$ cat src/rtl/pipe_stall_ctrl_pkg.sv
// Shared types and constants for the pipeline stall/flush controller.
package pipe_stall_ctrl_pkg;

  typedef enum logic {
    RUN      = 1'b0,
    MDU_BUSY = 1'b1
  } state_e;

  localparam int CNT_W  = 32;
  localparam int WDOG_W = 8;
  localparam logic [WDOG_W-1:0] WDOG_LIMIT = WDOG_W'(255);

  // Stage control bundle driven by the controller each cycle.
  typedef struct packed {
    logic pc_en;
    logic ifid_en;
    logic idexe_en;
    logic exemem_en;
    logic memwb_en;
    logic ifid_flush;
    logic idexe_flush;
    logic exemem_flush;
  } stage_ctrl_t;

  localparam stage_ctrl_t CTRL_RUN    = '{1'b1, 1'b1, 1'b1, 1'b1, 1'b1, 1'b0, 1'b0, 1'b0};
  localparam stage_ctrl_t CTRL_FREEZE = '{1'b0, 1'b0, 1'b0, 1'b0, 1'b0, 1'b0, 1'b0, 1'b0};
  localparam stage_ctrl_t CTRL_MDU    = '{1'b0, 1'b0, 1'b0, 1'b1, 1'b1, 1'b0, 1'b0, 1'b1};
  localparam stage_ctrl_t CTRL_BRANCH = '{1'b1, 1'b1, 1'b1, 1'b1, 1'b1, 1'b1, 1'b1, 1'b0};
  localparam stage_ctrl_t CTRL_LDUSE  = '{1'b0, 1'b0, 1'b1, 1'b1, 1'b1, 1'b0, 1'b1, 1'b0};

endpackage

$ cat src/rtl/pipe_stall_ctrl_sat_counter.sv
// Saturating up-counter with synchronous active-high reset.
module sat_counter #(
  parameter int WIDTH = 32
) (
  input  logic             clk,
  input  logic             rst,
  input  logic             inc,
  output logic [WIDTH-1:0] count
);

  logic [WIDTH-1:0] count_q;
  logic [WIDTH-1:0] count_d;

  // Next count: step by one on inc, pinned at all-ones.
  always_comb begin
    count_d = count_q;
    if (inc && (count_q != '1)) begin
      count_d = count_q + WIDTH'(1);
    end
  end

  // Count register.
  always_ff @(posedge clk) begin
    if (rst) begin
      count_q <= '0;
    end else begin
      count_q <= count_d;
    end
  end

  assign count = count_q;

endmodule

$ cat src/rtl/pipe_stall_ctrl.sv
// Pipeline stall/flush controller: memory freeze, multi-cycle unit wait,
// branch redirect and load-use bubbles, plus stall/flush statistics and a
// memory-wait watchdog.
module pipe_stall_ctrl
  import pipe_stall_ctrl_pkg::*;
(
  input  logic             clk,
  input  logic             rst,
  input  logic             im_stall,
  input  logic             dm_stall,
  input  logic             load_use,
  input  logic             branch_redirect,
  input  logic             mdu_start,
  input  logic             mdu_done,
  output logic             pc_en,
  output logic             ifid_en,
  output logic             idexe_en,
  output logic             exemem_en,
  output logic             memwb_en,
  output logic             ifid_flush,
  output logic             idexe_flush,
  output logic             exemem_flush,
  output logic             mdu_busy,
  output logic [CNT_W-1:0] stall_cnt,
  output logic [CNT_W-1:0] flush_cnt,
  output logic             timeout_err
);

  state_e              state_q, state_d;
  logic                done_pend_q, done_pend_d;
  logic [WDOG_W-1:0]   wait_q, wait_d;
  logic                timeout_q, timeout_d;
  stage_ctrl_t         ctrl;
  logic                freeze;
  logic                redirect;

  assign freeze = im_stall | dm_stall;

  // Next state and stage controls; freeze outranks everything, then the
  // multi-cycle unit, then redirect, then load-use.
  always_comb begin
    // NOTE: every signal gets a default before any branch so no path leaves
    // one unassigned, which would infer a latch.
    state_d     = state_q;
    done_pend_d = done_pend_q;
    ctrl        = CTRL_RUN;
    redirect    = 1'b0;
    unique case (state_q)
      RUN: begin
        if (freeze) begin
          ctrl = CTRL_FREEZE;
        end else if (mdu_start) begin
          ctrl    = CTRL_MDU;
          state_d = MDU_BUSY;
        end else if (branch_redirect) begin
          ctrl     = CTRL_BRANCH;
          redirect = 1'b1;
        end else if (load_use) begin
          ctrl = CTRL_LDUSE;
        end
      end
      MDU_BUSY: begin
        if (freeze) begin
          ctrl = CTRL_FREEZE;
          // A result arriving while frozen is remembered for the release cycle.
          if (mdu_done) begin
            done_pend_d = 1'b1;
          end
        end else if (mdu_done || done_pend_q) begin
          ctrl        = CTRL_RUN;
          done_pend_d = 1'b0;
          state_d     = RUN;
        end else begin
          ctrl = CTRL_MDU;
        end
      end
      default: begin
        state_d = RUN;
      end
    endcase
  end

  // Watchdog: count consecutive freeze cycles, latch the error at the limit.
  always_comb begin
    wait_d    = '0;
    timeout_d = timeout_q;
    if (freeze) begin
      wait_d = (wait_q == WDOG_LIMIT) ? wait_q : wait_q + WDOG_W'(1);
      if (wait_d == WDOG_LIMIT) begin
        timeout_d = 1'b1;
      end
    end
  end

  // Control-state registers.
  always_ff @(posedge clk) begin
    // NOTE: sequential state uses non-blocking assignment so every register
    // samples pre-edge values regardless of statement order.
    if (rst) begin
      state_q     <= RUN;
      done_pend_q <= 1'b0;
      wait_q      <= '0;
      timeout_q   <= 1'b0;
    end else begin
      state_q     <= state_d;
      done_pend_q <= done_pend_d;
      wait_q      <= wait_d;
      timeout_q   <= timeout_d;
    end
  end

  assign pc_en        = ctrl.pc_en;
  assign ifid_en      = ctrl.ifid_en;
  assign idexe_en     = ctrl.idexe_en;
  assign exemem_en    = ctrl.exemem_en;
  assign memwb_en     = ctrl.memwb_en;
  assign ifid_flush   = ctrl.ifid_flush;
  assign idexe_flush  = ctrl.idexe_flush;
  assign exemem_flush = ctrl.exemem_flush;
  assign mdu_busy     = (state_q == MDU_BUSY);
  assign timeout_err  = timeout_q;

  sat_counter #(.WIDTH(CNT_W)) u_stall_cnt (
    .clk   (clk),
    .rst   (rst),
    .inc   (~ctrl.pc_en),
    .count (stall_cnt)
  );

  sat_counter #(.WIDTH(CNT_W)) u_flush_cnt (
    .clk   (clk),
    .rst   (rst),
    .inc   (redirect),
    .count (flush_cnt)
  );

endmodule

$ cat config.mk
export PLATFORM = sky130hd
export DESIGN_NAME = pipe_stall_ctrl
export DESIGN_NICKNAME = d
export VERILOG_FILES = /design/src/rtl/pipe_stall_ctrl_pkg.sv /design/src/rtl/pipe_stall_ctrl_sat_counter.sv /design/src/rtl/pipe_stall_ctrl.sv
export SDC_FILE = /design/constraint.sdc
export NUM_CORES = 1
export LEC_CHECK = 0
export CORE_ASPECT_RATIO = 1.2
export CORE_UTILIZATION = 35
export DETAILED_ROUTE_END_ITERATION = 8
export PLACE_DENSITY_LB_ADDON = 0.08
export SYNTH_ARGS = -nofsm -noshare
export SYNTH_HDL_FRONTEND = slang
export SYNTH_SLANG_ARGS = --single-unit
export TNS_END_PERCENT = 100
$ cat constraint.sdc
create_clock -name clk -period 2.4 [get_ports clk]
set_input_delay 0.72 -clock clk [delete_from_list [all_inputs] [get_ports clk]]
set_output_delay 0.72 -clock clk [all_outputs]
set_load 0.03 [all_outputs]
-- Word level (Yosys, flattened, before mapping)
Index checks and enable logic that the tools add are counted.
- bits in registers: 75
- input bits: 8
- output and inout bits: 74
- word-level logic and storage cells: 45
- add/sub/neg operators: 3
- eq/ne operators: 5
- muxes and demuxes: 20
- bitwise logic cells: 4
- reduce and logical (&&, ||, !) cells: 7
- operator list (operator ; number):
    $add A32 B1 Y32 const B ; 2
    $ne A32 B32 Y1 const B ; 2
    $mux W8 ; 7
    $eq A8 B8 Y1 const B ; 2
    $pmux W8 S2 ; 1
    $mux W1 ; 11
    $add A8 B1 Y8 const B ; 1
    $not A1 Y1 ; 3
    $reduce_and A3 Y1 ; 1
    $logic_and A1 B1 Y1 ; 2
    $ne A2 B2 Y1 const B ; 1
    $pmux W1 S2 ; 1
    $reduce_and A2 Y1 ; 1
    $reduce_bool A2 Y1 ; 1
    $reduce_or A2 Y1 ; 1
    $logic_or A1 B1 Y1 ; 1
    $or A1 B1 Y1 ; 1

-- Longest topological paths before layout
Gate-level depths: netlist of run 1.
- depth in word-level cells: 7
- mapped depth: 8
- depth with buffers taken out: 6

-- Cells and area by module
A second synthesis of run 1 with hierarchy kept.
- cell total of the unflattened synthesis: 482
- area total of the unflattened synthesis: 4007.6 sq um
- by module, submodules not included (module ; times used ; cells each ; area each (sq um) ; seq. area each (sq um)):
    sat_counter ; 2 ; 199 ; 1674.1 ; 640.6
    pipe_stall_ctrl ; 1 ; 84 ; 659.4 ; 220.2

-- Worst setup path after synthesis of run 1
Ideal clock, no wire load.
- path type: input to output
- from: in dm_stall
- to: out pc_en
- arrival time: 2066 ps
- required time: 1680 ps
- setup slack: -386 ps
- stages on the path: 4
- buffers on the path: 2
- path through: or2_2 -> clkbuf_1 -> nor2_1 -> buf_4
- longest elaborated chain between the ends: 3
- elaborated cells between the ends (all ways): 4
- classes of those cells: mux: 3; bitwise: 1
- ends and longest elaborated chain (item ; line ; source):
    from (decl) ; pipe_stall_ctrl.sv:10 ; input logic dm_stall,
    $or A1 B1 Y1 (*) ; pipe_stall_ctrl.sv:37 ; assign freeze = im_stall | dm_stall;
    $mux W8, on equally long branches ; pipe_stall_ctrl.sv:63, pipe_stall_ctrl.sv:50 ;
    $pmux W8 S2 (*) ; pipe_stall_ctrl.sv:48 ; unique case (state_q)
    to (decl) ; pipe_stall_ctrl.sv:15 ; output logic pc_en,
Every way passes the cells marked *; elsewhere a longest branch is shown, timed or not.

-- Worst setup path in the final report of run 1
- from: in im_stall
- to: out pc_en
- longest elaborated chain between the ends: 3
- elaborated cells between the ends (all ways): 4
- classes of those cells: mux: 3; bitwise: 1
- ends and longest elaborated chain (item ; line ; source):
    from (decl) ; pipe_stall_ctrl.sv:9 ; input logic im_stall,
    $or A1 B1 Y1 (*) ; pipe_stall_ctrl.sv:37 ;
    $mux W8, on equally long branches ; pipe_stall_ctrl.sv:63, pipe_stall_ctrl.sv:50 ;
    $pmux W8 S2 (*) ; pipe_stall_ctrl.sv:48 ;
Marked as above.

==> results of run 1 <==
-- timing repair --
item                       4_1_cts  5_1_grt
gates cloned                     0        0
setup buffers                    3        1
setup endpoints to repair       12        8
hold buffers                     0        0
gates resized for setup         27        8
pin swaps                        3        3
-- sequential cells by signal, summed over array words and instances (netlist names) --
name               cells
timeout_err            1
mdu_busy               1
wait_q                 8
u_stall_cnt.count     32
done_pend_q            1
u_flush_cnt.count     32
-- power groups by stage --
stage               Clock [W]  Sequential [W]  Combinational, W
floorplan                   0         0.00131         0.0000836
global placement            0         0.00130          0.000170
detailed placement          0         0.00130          0.000171
CTS                   0.00138         0.00127          0.000176
global route          0.00143         0.00127          0.000191
finish                0.00134         0.00127          0.000177
-- cells in the final DEF (no fill, tap or decap), drive strengths merged, types with 4 or more instances in the layout --
master         count
and3              14
o31ai             23
o21ai             41
a31oi              4
mux2               6
dfxtp             75
a21oi             58
and4               8
nor4               9
inv                9
nor2              26
nand3             20
buf               67
o2111ai            9
clkbuf            16
a211oi             5
clkdlybuf4s50     66
nor2b              8
or4               23
or3               31
nor3               6
nand2             29
nand4             21
-- kinds of logic after synthesis --
kind of cell             synth area share, %
multiplexers                           2.471
buffers and inverters                  3.548
AO/OA/AOI/OAI                          22.11
adder cells (fa/ha/maj)               0.9504
XOR/XNOR                               1.109
AND/OR/NAND/NOR                        31.80
flip-flops                             38.01
-- area by class of cell --
type	instances	area, µm²
fillers	1077	5453
multi-input cells	373	2362
flip-flops and latches	75	1501
repair buffers	137	1224
clock buffers	14	254.0
well taps	132	165.2
inverters	9	41.29
clock inverters	2	35.03
-- final timing paths --
check                                          start              endpoint  slack (ns)  cells past startpoint
worst max-delay path                        im_stall                 pc_en        0.06                      4
worst min-delay path                     timeout_err           timeout_err        0.47                      2
worst max register to register  u_flush_cnt.count[1]  u_flush_cnt.count[6]        0.16                      8
worst min register to register           timeout_err           timeout_err        0.47                      2
-- worst max-delay path, delay by kind of cell --
family                 cells  cell delay, ns
buffers and inverters      2            0.36
and+or+nand+nor            2            0.53
-- Yosys cell counts, drive strengths merged --
library cell | number | area [µm²]
o211ai | 3 | 22.52
nor3 | 6 | 40.04
o311ai | 1 | 16.27
inv | 9 | 33.78
or3 | 31 | 193.9
o31ai | 23 | 172.7
ha | 3 | 37.54
o21a | 1 | 7.510
buf | 6 | 35.03
o31a | 1 | 8.760
a31oi | 4 | 25.02
dfxtp | 75 | 1501
nor4 | 9 | 92.59
and3 | 14 | 87.58
xor2 | 2 | 17.52
nor4b | 3 | 26.28
or4 | 23 | 176.4
o32ai | 1 | 8.760
or2 | 3 | 18.77
nand2b | 1 | 6.260
xnor2 | 3 | 26.28
clkbuf | 19 | 71.32
mux2 | 6 | 67.56
and2 | 3 | 18.77
o2111ai | 9 | 78.83
mux2i | 3 | 30.03
nand3 | 20 | 100.1
a21oi | 58 | 290.3
nand4 | 21 | 137.6
nand3b | 3 | 22.52
a211oi | 5 | 37.54
o21ai | 41 | 205.2
nor2b | 8 | 50.05
nand2 | 29 | 108.9
and4 | 8 | 70.07
or3b | 1 | 8.760
nor2 | 26 | 97.59
-- per-stage QoR --
step / TNS, ns / worst slack (ns)
2_1_floorplan: 0 / 0.001760
3_3_place_gp: -13.51 / -0.4491
3_5_place_dp: -14.56 / -0.4605
4_1_cts: 0 / 0.01669
5_1_grt: 0 / 0.01235
6_report: 0 / 0.06443
-- layer usage --
| layer | GRT usage, % | up-vias | part of all wire [%] |
|---|---|---|---|
| met4 | 8.489 | 0 | 1.5 |
| li1 | - | 2116 | - |
| met1 | 24.81 | 1981 | 45 |
| met2 | 33.35 | 89 | 50 |
| met3 | 2.602 | 13 | 3.5 |
| met5 | 0 | - | 0 |
==> run metrics, run 1 <==
post-synthesis instance area=3950 µm²; drt pass-1 iters=5; CTS sink count=75; vias=4199; Synth Area per Inst=8.195 µm²; Initial DRC Count=143; initial core utilization=between 30 and 40%; period utilization=97.32%; FMAX=~430 MHz; Die Y=118.4 µm; Seq/Total Area, Yosys=38.01%; VDD IR max=0.0002520 V; Core Rows=42; Pwr Total=~0.0028 W; worst rel slew slack=62.56%; share of post-route cells with drive strength above 1=17.70%; worst-margin pin slew=0.5574 ns; total track usage=19.67%; slowest stage delay, CP=between 0.3 and 0.4 ns; WS Path Type=in -> out; Worst EP arrival=1.62 ns; Pwr Density=499.4 nW/µm²; Hold WC Path Type=reg -> reg; Max clock buf depth=2; post-route ant nets=0; fin. max-slew vios=0; DP Cell Count=724; largest net degree at the start of global routing=29; Seq pwr share=45.6%; number of buffers added on ports=81; hold_ws=0.4735 ns; Hold Violations, Final=0; P_int=0.002163 W; Post-DP Area=5243 µm²; Avg WL per Cell=15.07 µm; total wire length=11.18 mm; Ys Warns=0; Post-Synthesis Cells=slightly below 500; Layout Cells excl Fill=between 700 and 800; post-layout util=~51%; cell chain of the critical path=clkdlybuf4s15_1 > or2_4 > nor2_4 > buf_6; die width=98.98 µm; Ports=slightly above 80; Diodes inserted=0; number of CTS-inserted buffers=9; Final Setup Violations=0; max cap viols=0; routed vias/inst=5.659; Clock Skews=0.008057 ns; Netlist cell types=46; final net count=slightly above 600; status=finished clean; htree depth=3; global-route wire length before repair=18.45 mm; P_leak=around 1.9 nW; gr ovfl total=0; Clock Tree Root=clkbuf_16; Clock Latency Late Sink=0.33 ns; syn_nets=493; switching power share of the total=22.40%; minimum clock period=2.336 ns; logic gate share of total power=under 10%; CP max-delay cell=or2_4; Residual DRC=0; CP Capture Type=output pin; CP Launch Type=input port; critical path fanouts, max=8; Die Area=between 10000 and 15000 µm²; Switching Power=0.0006246 W; hpwl dp=8.049 mm; Final GP Congestion=approximately 0.75; area delta synth->final=41.34%; clock-pin transition on the worst setup and hold timing paths=0.05 ns; Core Region=11040 µm²; synthesized flop and latch total=75; initial antenna violation count=0; RSZ-0062 raised after global routing=no; critical path data required time=1.68 ns; post-route cell area=5583 µm²; Clk pwr share=just under 50%; vias in the first global route=approximately 3800; CTS tree=built
Power figures use the tool's default switching activity.
==> run 2, diff against run 1 <==
- RECOVER_POWER: not set -> 25
==> run 2 against run 1 <==
Die area unchanged; non-clock buffer count unchanged; total power is essentially flat.
==> run metrics, run 2 (synthesized netlist as in run 1, its figures left out) <==
Die Y=118.4 µm (unchanged); critical path fanouts, max=2 (-6); total track usage=19.67% (unchanged); routed vias/inst=5.671 (+0.21%); htree depth=3 (unchanged); Final Setup Violations=0 (unchanged); max cap viols=0 (unchanged); CP top delay family=buffers and inverters; share of post-route cells with drive strength above 1=16.89% (-0.82 points); clock-pin transition on the worst setup and hold timing paths=0.05 ns (about the same); CP max-delay cell=dlygate4sd2_1; die width=98.98 µm (unchanged); switching power share of the total=22.37% (-0.030 points); slowest stage delay, CP=0.25 ns (-0.09 ns); vias=4208 (+0.21%); Clk pwr share=48.1% (about the same); RSZ-0062 raised after global routing=no; WS Path Type=in -> out; worst rel slew slack=62.26% (-0.30 points); Hold Violations, Final=0 (unchanged); Avg WL per Cell=15.09 µm (+0.15%); fin. max-slew vios=0 (unchanged); initial core utilization=35.79% (unchanged); most frequent cells in the layout=dfxtp_1, a21oi_1, clkdlybuf4s50_1; FMAX=428.9 MHz (+0.17%); cell chain of the critical path=dlygate4sd2_1 > buf_6 > nor2_4 > mux2i_2 > buf_4 > nor2_4 > buf_6; Residual DRC=0 (unchanged); P_int=0.002162 W (about the same); Clock Latency Late Sink=0.33 ns (about the same); final net count=616 (unchanged); global-route wire length before repair=18.45 mm (unchanged); initial antenna violation count=0 (unchanged); logic gate share of total power=6.3% (about the same); CP Launch Type=input port; drt pass-1 iters=5 (unchanged); Final GP Congestion=0.7517 (unchanged); Die Area=11720 µm² (unchanged); largest net degree at the start of global routing=29 (unchanged); Clock Skews=0.008133 ns (+0.00007541 ns); number of buffers added on ports=81 (unchanged); Max clock buf depth=2 (unchanged); Initial DRC Count=155 (+8.4%); CP Capture Type=output pin; Core Region=11040 µm² (unchanged); total wire length=11.20 mm (+0.15%); area delta synth->final=40.83%; period utilization=97.15% (-0.17 points); Switching Power=0.0006232 W (-0.23%); hpwl dp=8.049 mm (unchanged); P_leak=1.880 nW (+1.4%); Hold WC Path Type=reg -> reg; Post-DP Area=5243 µm² (unchanged); VDD IR max=0.0002527 V (+0.30%); Seq pwr share=45.6% (about the same); Worst EP arrival=1.61 ns (about the same); post-layout util=50.41% (-0.18 points); status=finished clean; post-route cell area=5563 µm² (-0.36%); Clock Tree Root=clkbuf_16; commonest non-fill, non-tap cell in the layout=dfxtp_1; minimum clock period=2.331 ns (-0.004081 ns); number of CTS-inserted buffers=9 (unchanged); Hold Buf Count CTS=0 (unchanged); Core Rows=42 (unchanged); Diodes inserted=0 (unchanged); post-route ant nets=0 (unchanged); Ports=82 (unchanged); gr ovfl total=0 (unchanged); critical path data required time=1.68 ns (about the same); CTS sink count=75 (unchanged); CTS tree=built; Bufs and invs on worst path=4 (+2); worst-margin pin slew=0.5618 ns (+0.004477 ns); Pwr Density=500.7 nW/µm² (+0.27%); vias in the first global route=3837 (unchanged)
[run 2: changes by cell type in the layout (fill, tap and decap cells not counted), sizes merged]
cell / before / now
clkdlybuf4s50: 66 / 55
buf: 67 / 62
dlygate4sd3: 0 / 11
clkbuf: 16 / 21
[run 2: layer usage]
metal  part of all wire, %  global-route usage [%]  vias to the layer above
li1                      -                       -                     2118
met1                    45                   24.81                     1982
met2                    50                   33.35                       94
met3                   3.8                   2.602                       14
met4                   1.6                   8.489                        0
met5                     0                       0                        -
[run 2: power groups by stage]
| stage | Combinational, W | Clock, W | Sequential, W |
|---|---|---|---|
| 6_report | 0.000175 | 0.00134 | 0.00127 |
| 5_1_grt | 0.000189 | 0.00143 | 0.00127 |
| 4_1_cts | 0.000176 | 0.00138 | 0.00127 |
| 3_5_place_dp | 0.000171 | 0 | 0.00130 |
| 3_3_place_gp | 0.000170 | 0 | 0.00130 |
| 2_1_floorplan | 0.0000836 | 0 | 0.00131 |
[run 2: cell type report]
type | instances | area, µm²
fillers | 1081 | 5473
repair buffers | 137 | 1212
clock buffers | 14 | 254.0
flip-flops and latches | 75 | 1501
well taps | 132 | 165.2
inverters | 9 | 41.29
multi-input cells | 373 | 2354
clock inverters | 2 | 35.03
[run 2: final timing paths]
check | from | to | slack [ns] | cells past startpoint
min reg2reg | timeout_err | timeout_err | 0.47 | 2
max | mdu_done | exemem_flush | 0.07 | 7
max reg2reg | u_flush_cnt.count[1] | u_flush_cnt.count[6] | 0.16 | 8
min | timeout_err | timeout_err | 0.47 | 2
[run 2: what timing repair did]
| action | in CTS | in global routing |
|---|---|---|
| pin swaps | 3 | 3 |
| endpoints found under the setup margin | 12 | 8 |
| buffers inserted | 3 | 1 |
| resized for setup | 27 | 8 |
[run 2: through the flow]
stage / setup TNS [ns] / power (W) / instances / setup WS (ns) / hold slack [ns]
after global routing: 0 / 0.002888 / 742 / 0.01354 / 0.4965
after global placement: -13.51 / 0.001467 / 724 / -0.4491 / 0.4470
after floorplan: 0 / 0.001389 / 482 / 0.001760 / 0.4694
after CTS: 0 / 0.002823 / 741 / 0.01669 / 0.4714
final: 0 / 0.002785 / 742 / 0.06851 / 0.4699
after detailed placement: -14.56 / 0.001468 / 724 / -0.4605 / 0.4638
[run 2: worst register-to-register path: stages (launching register included)]
cell and delay (ns):
dfxtp_1 0.39, ha_1 0.20, nand3_1 0.14, or4_4 0.49
nor4_4 0.26, buf_4 0.24, buf_4 0.20, or3_1 0.12
a21oi_1 0.07
